`src/rtl/store_narrow_unit.sv`:
```
// Narrows a register value to byte/half/word and writes it out one little-endian byte per beat.
// Latency N+1 cycles for N bytes (1 when rejected). mem_ready low stalls WRITE with the byte held stable.
module store_narrow_unit #(
   parameter int ADDR_W = 32
) (
   input  logic              clk,
   input  logic              reset,
   input  logic              req_valid,
   output logic              req_ready,
   input  logic [ADDR_W-1:0] req_addr,
   input  logic [31:0]       req_data,
   input  logic [1:0]        req_size,
   output logic              mem_we,
   input  logic              mem_ready,
   output logic [ADDR_W-1:0] mem_addr,
   output logic [7:0]        mem_wdata,
   output logic              done,
   output logic              err_align,
   output logic              trunc_ovf
);

   typedef enum logic [1:0] {
      S_IDLE  = 2'd0,
      S_WRITE = 2'd1,
      S_DONE  = 2'd2
   } state_t;

   localparam logic [1:0] SZ_BYTE = 2'b00;
   localparam logic [1:0] SZ_HALF = 2'b01;
   localparam logic [1:0] SZ_WORD = 2'b10;

   state_t            state;
   state_t            state_nxt;

   logic [ADDR_W-1:0] base_r;
   logic [31:0]       data_r;
   logic [1:0]        idx_r;
   logic [1:0]        last_r;
   logic              err_r;
   logic              ovf_r;

   logic              accept;
   logic              reject;
   logic              ovf_calc;
   logic [1:0]        last_calc;
   logic              last_beat;

   // req_ready is combinational from state, so the accept condition mirrors it exactly
   assign accept    = req_valid && (state == S_IDLE) && !reset;
   assign last_beat = (idx_r == last_r);

   always_comb begin
      reject    = 1'b0;
      ovf_calc  = 1'b0;
      last_calc = 2'd0;
      case (req_size)
         SZ_BYTE: begin
            ovf_calc  = (req_data[31:8] != {24{req_data[7]}});
            last_calc = 2'd0;
         end
         SZ_HALF: begin
            reject    = req_addr[0];
            ovf_calc  = (req_data[31:16] != {16{req_data[15]}});
            last_calc = 2'd1;
         end
         SZ_WORD: begin
            reject    = (req_addr[1:0] != 2'b00);
            last_calc = 2'd3;
         end
         default: begin
            reject    = 1'b1;
         end
      endcase
   end

   // State register
   always_ff @(posedge clk or posedge reset) begin
      if (reset) begin
         state <= S_IDLE;
      end else begin
         state <= state_nxt;
      end
   end

   // Next-state logic
   always_comb begin
      state_nxt = state;
      case (state)
         S_IDLE: begin
            if (accept) begin
               state_nxt = reject ? S_DONE : S_WRITE;
            end
         end
         S_WRITE: begin
            if (mem_ready && last_beat) begin
               state_nxt = S_DONE;
            end
         end
         S_DONE: begin
            state_nxt = S_IDLE;
         end
         default: begin
            state_nxt = S_IDLE;
         end
      endcase
   end

   // Request capture and byte index; flags are frozen at acceptance
   always_ff @(posedge clk or posedge reset) begin
      if (reset) begin
         base_r <= '0;
         data_r <= '0;
         idx_r  <= 2'd0;
         last_r <= 2'd0;
         err_r  <= 1'b0;
         ovf_r  <= 1'b0;
      end else if (accept) begin
         base_r <= req_addr;
         data_r <= req_data;
         idx_r  <= 2'd0;
         last_r <= last_calc;
         err_r  <= reject;
         ovf_r  <= reject ? 1'b0 : ovf_calc;
      end else if ((state == S_WRITE) && mem_ready && !last_beat) begin
         idx_r <= idx_r + 2'd1;
      end
   end

   // Output logic
   always_comb begin
      req_ready = 1'b0;
      mem_we    = 1'b0;
      mem_addr  = '0;
      mem_wdata = 8'h00;
      done      = 1'b0;
      err_align = 1'b0;
      trunc_ovf = 1'b0;
      case (state)
         S_IDLE: begin
            req_ready = !reset;
         end
         S_WRITE: begin
            mem_we   = 1'b1;
            mem_addr = base_r + {{(ADDR_W-2){1'b0}}, idx_r};
            case (idx_r)
               2'd0:    mem_wdata = data_r[7:0];
               2'd1:    mem_wdata = data_r[15:8];
               2'd2:    mem_wdata = data_r[23:16];
               default: mem_wdata = data_r[31:24];
            endcase
         end
         S_DONE: begin
            done      = 1'b1;
            err_align = err_r;
            trunc_ovf = ovf_r;
         end
         default: begin
            req_ready = 1'b0;
         end
      endcase
   end

endmodule

```
`config.mk`:
```
export PLATFORM = sky130hd
export DESIGN_NAME = store_narrow_unit
export DESIGN_NICKNAME = d
export VERILOG_FILES = /design/src/rtl/store_narrow_unit.sv
export SDC_FILE = /design/constraint.sdc
export NUM_CORES = 1
export LEC_CHECK = 0
export ABC_AREA = 1
export BUFFER_PORTS_ARGS = -buffer_cell sky130_fd_sc_hd__buf_2
export CAP_MARGIN = 20
export CORE_AREA = 2 2 98 100
export DETAILED_ROUTE_END_ITERATION = 16
export DIE_AREA = 0 0 100 102
export PLACE_DENSITY = 0.83
export RECOVER_POWER = 50
export SLEW_MARGIN = 0
export SYNTH_ARGS = -nofsm -noshare
export SYNTH_HDL_FRONTEND = slang
export SYNTH_SLANG_ARGS = --single-unit
```
`constraint.sdc`:
```
create_clock -name clk -period 2.3 [get_ports clk]
set_clock_uncertainty 0.2 [all_clocks]
set_input_delay 0.46 -clock clk [delete_from_list [all_inputs] [get_ports clk]]
set_output_delay 0.46 -clock clk [all_outputs]
set_load 0.02 [all_outputs]
```
Word-level counts from Yosys, hierarchy flattened. Index checks and enable logic that the tools add are counted. W data, S select, Z words.

Register bits after elaboration: 72. Input bits: 70. Output and inout bits: 45. Logic and storage cells: 51.

$add $sub $neg: 2. Eq/ne operators: 11. Multiplexer cells: 18. Reduce and logical (&&, ||, !) cells: 13.

Operators with widths (number): $add A32 B2 Y32 (1); $mux W32 (1); $ne A24 B24 Y1 (1); $pmux W8 S3 (1); $ne A16 B16 Y1 (1); $mux W2 (5); $mux W8 (1); $pmux W2 S2 (2); $eq A2 B1 Y1 const B (3); $eq A2 B2 Y1 const B (3); $logic_not A2 Y1 (3); $mux W1 (6); $logic_and A1 B1 Y1 (5); $ne A2 B2 Y1 const B (2); $reduce_bool A2 Y1 (2); $pmux W1 S3 (1); $add A2 B1 Y2 const B (1); $eq A2 B2 Y1 (1); $logic_not A1 Y1 (2); $pmux W1 S2 (1); $reduce_and A2 Y1 (1).

Longest topological paths before layout.
Word-level depth: 5. Gate-level depth with buffers: 11. Mapped depth without buffers: 11.

Least setup slack after synthesis. Ideal clock, no wire load.

Path kind: reg2out. Start point: register idx_r[0]. End point: output port mem_addr[16]. Arrival time: 1800 ps. Required time: 1640 ps. Slack: -160 ps. Stages on the path, launching flop included: 9. Buffers on the path: 0. Cell sequence: dfrtp_1 -> ha_1 -> fa_1 -> nand2_2 -> nor2_2 -> nand2_1 -> nor2_1 -> xor2_1 -> nor2_1.

Longest elaborated chain between the ends: 2.

Ends and longest elaborated chain: start, declared (line 37) `logic [1:0] idx_r;`; start signal, assigned (line 125) `idx_r <= idx_r + 2'd1;`; $add A32 B2 Y32 (line 144) `mem_addr = base_r + {{(ADDR_W-2){1'b0}}, idx_r};`; $mux W32 (line 138) `case (state)`; end, declared (line 15) `output logic [ADDR_W-1:0] mem_addr,`.

No other way between the ends.

Worst setup path in the final report.
Start point: register base_r[0]. End point: output port mem_addr[26].

Longest elaborated chain between the ends: 2.

Ends and longest elaborated chain: start, declared (line 35) `logic [ADDR_W-1:0] base_r;`; start signal, assigned (line 118) `base_r <= req_addr;`; $add A32 B2 Y32 (line 144); $mux W32 (line 138).

No other way between the ends.

==> run summary <==
Max Fclk = 353 MHz
Tcrit/Tclk final = 123%
Status = finished with violations
Fill count = 704
Global placer's final weighted congestion = 1.05
Total vias in the final route = 4822
Placed insts = 845
CTS sink count = 72
Area delta synth->final = 42.7%
Final hold violation count = 0
Cell count after synthesis = 616
Ys Warns = 0
Cell taking the most area after synthesis = dfrtp_1
RSZ-0062 raised after global routing = yes
Multi-input gate area = 2680 µm²
Root Driver = clkbuf_8
Synth top area cells = dfrtp_1, nand2_1, nor2_1
Worst hold slack = 0.0826 ns
Cell at the slowest stage of the critical path = dfrtp_1
Vias in the first global route = 4635
Worst reg2reg endpoint = data_r[13]$_DFFE_PP0P_
Die area = 10200 µm²
Syn Nets = 697
Synth Flop Type = dfrtp_1
Initial core utilization = 47.2%
IO Pins = 115
Routed WL per cell = 16.0 µm
GRT Total Usage = 26.7%
Top cell type's share of synthesized area = 41.9%
Dpl hpwl = 9.28 mm
Setup Viol. Count Final = 39
Min Tclk post-route = 2.84 ns
Layout cells sized above 1 = 35.9%
TritonCTS clock tree = built
Max_slew headroom = -6.69%
CTS max path bufs = 2
H-tree levels = 3
Worst vdd ir = 0.614 mV
DRC violations left = 0
Crit path max fanout = 3
Reg2Reg Depth = 5
Crit path from = base_r[0]$_DFFE_PP0P_
Routed Antenna Nets = 0
Startpoint types = flip-flop
PD cells = 1210 nW/µm²
Worst path max stage delay = 0.36 ns
Violated checks = capacitance limit, slew limit, setup timing
DIE HEIGHT = 102 µm
Nets = 844
Register area share after synthesis = 41.9%
Vias/cell = 5.49
IO Port Bufs = 114
Critical Path AT = 2.18 ns
Critical path destination = mem_addr[26]
Clk Latency, worst-skew pair = 0.36 ns
Worst R2R Setup Slack = 0.18 ns
Leakage = 0.00301 µW
Max_cap viols = 1
Syn Std Cell Area = 4300 µm²
1st-iter DRT viols = 330
Reg2Reg Launch Point = state[0]$_DFFE_PP0P_
Largest net degree at the start of global routing = 73
Initial antenna violation count = 0
Die Span X = 100 µm
# diodes = 0
TritonCTS Buffers = 9
Crit end category = primary output
Number of synthesized flops with an enable pin = 0
Fin cells = 879
Worst-path cell chain = ha_2 -> fa_2 -> nand2_4 -> nor2_4 -> nand2_4 -> nor2_4 -> buf_6 -> nand2_2 -> nand2_2 -> nand2_2 -> nor2_4 -> buf_6
Routed WL = 14.1 mm
Setup CP Type = reg2out
Mean Syn Cell Area = 6.97 µm²
Count of pins over their slew limit = 73
Reg area = 1800 µm²
Worst-path clk slew = 0.09 ns
Final design utilization = 67.3%
Library cells used by synthesis = 29
Data required time of the worst path = 1.64 ns
Rows = 35
Global-route wire length before repair = 21.3 mm
Core Box Area = 9110 µm²
DRT Pass-1 Iters = 8
Hold-fix buffers, CTS = 0
Global route total overflow = 0
Worst setup margin = -0.536 ns
Hold Path Class = in2reg
Synth Register Bits = 72
Async SR Flop Fraction = 100%
Slew @ Worst Pin = 1.60 ns
## worst max-delay path, delay by kind of cell, from the launching register on
family                     cells  cell delay, ns
and+or+nand+nor                8            0.77
adders and majority gates      2            0.44
DFF                            1            0.36
buffers and inverters          2            0.24
## through the flow
step           setup WS, ns  total power [µW]  cell area (µm²)  TNS [ns]
5_1_grt              -0.625              7850             6130    -17.99
2_1_floorplan       -0.0216              4230             4330   -0.0485
3_5_place_dp         -0.180              5210             5160     -1.07
6_report             -0.536              7410             6130    -14.44
4_1_cts              -0.500              6940             5860    -13.30
3_3_place_gp        -0.0906              5100             5160    -0.391
## routing by layer
| metal | global-route usage, % | part of all wire [%] |
|---|---|---|
| met2 | 47.3 | 50 |
| met1 | 30.9 | 37 |
| met5 | 0 | 0 |
| met3 | 6.63 | 9.0 |
| met4 | 11.4 | 4.5 |
## area by class of cell
type                       instances  area share, %
tap                              111           2.27
clock inverter                     6           1.18
clock buffer                      10           2.25
sequential                        72           29.4
inverter                          49           3.33
multi-input combinational        472           43.7
timing repair buffer             159           17.8
## cells in the mapped netlist, types with 2 or more instances
cell type / number
a21oi_1: 17
a31oi_1: 9
buf_1: 3
buf_2: 6
buf_4: 3
clkbuf_1: 10
dfrtp_1: 72
ha_1: 10
inv_1: 47
inv_2: 2
nand2_1: 241
nand2_2: 2
nand3_1: 15
nand4_1: 10
nor2_1: 76
nor2_2: 3
nor3_1: 13
nor3_2: 3
o21ai_0: 49
xnor2_1: 3
xor2_1: 14
## worst min path at each step
stage                                   endpoint  slack (ns)                    from  depth (start not counted)
after floorplan                ovf_r$_DFFE_PP0P_        0.24       ovf_r$_DFFE_PP0P_                          2
after global placement     data_r[7]$_DFFE_PP0P_        0.26   data_r[7]$_DFFE_PP0P_                          2
after detailed placement  data_r[31]$_DFFE_PP0P_        0.27  data_r[31]$_DFFE_PP0P_                          2
after CTS                 data_r[19]$_DFFE_PP0P_        0.01                   reset                          3
after global routing       data_r[2]$_DFFE_PP0P_        0.09             req_data[2]                          3
final                      data_r[3]$_DFFE_PP0P_        0.08             req_data[3]                          3
## flip-flops by register name, indices dropped and copies added (netlist names)
name and flops:
last_r 2, base_r 32, err_r 1, idx_r 2, state 2, ovf_r 1, data_r 32
## power breakdown
part           leakage, µW  switching (µW)  internal [µW]
registers         0.000893             638           1900
clock network     0.000104             526            546
logic              0.00201            2290           1500
total              0.00301            3460           3950
## repair_timing
action	4_1_cts	5_1_grt
endpoints found under the setup margin	39	39
gates cloned	0	0
gates resized for setup	118	66
setup buffers	10	9
pin swaps	26	22
## cells in the final DEF, fill, tap and decap left out, types with 3 or more instances in the layout
cell type and n:
nand2_1 213, buf_2 84, dfrtp_1 70, nor2_1 58
buf_4 45, inv_1 38, o21ai_0 38, buf_6 27
nand2_2 18, nand3_1 14, nor2_2 14, nand2_4 12
nand4_1 10, xor2_1 10, clkbuf_8 10, a21oi_1 9
nor3_1 9, o21ai_1 9, nor2_4 8, nor3_2 6
a31oi_4 6, inv_2 5, inv_6 5, a21oi_2 5
ha_1 5, xor2_2 4, ha_4 4, xnor2_1 3
clkinvlp_4 3, inv_4 3, a21oi_4 3
## cells by family (layout without fill, tap and decap cells)
| family | count (synthesis) | after routing | synth area share, % |
|---|---|---|---|
| and+or+nand+nor | 368 | 368 | 35.1 |
| AOI/OAI and AO/OA | 76 | 76 | 9.18 |
| xor gates and xnor gates | 17 | 17 | 3.47 |
| adders and majority gates | 11 | 11 | 3.38 |
| buffers and inverters | 72 | 224 | 6.90 |
| DFF | 72 | 72 | 41.9 |
No activity file was read; power rests on OpenSTA's default activity.
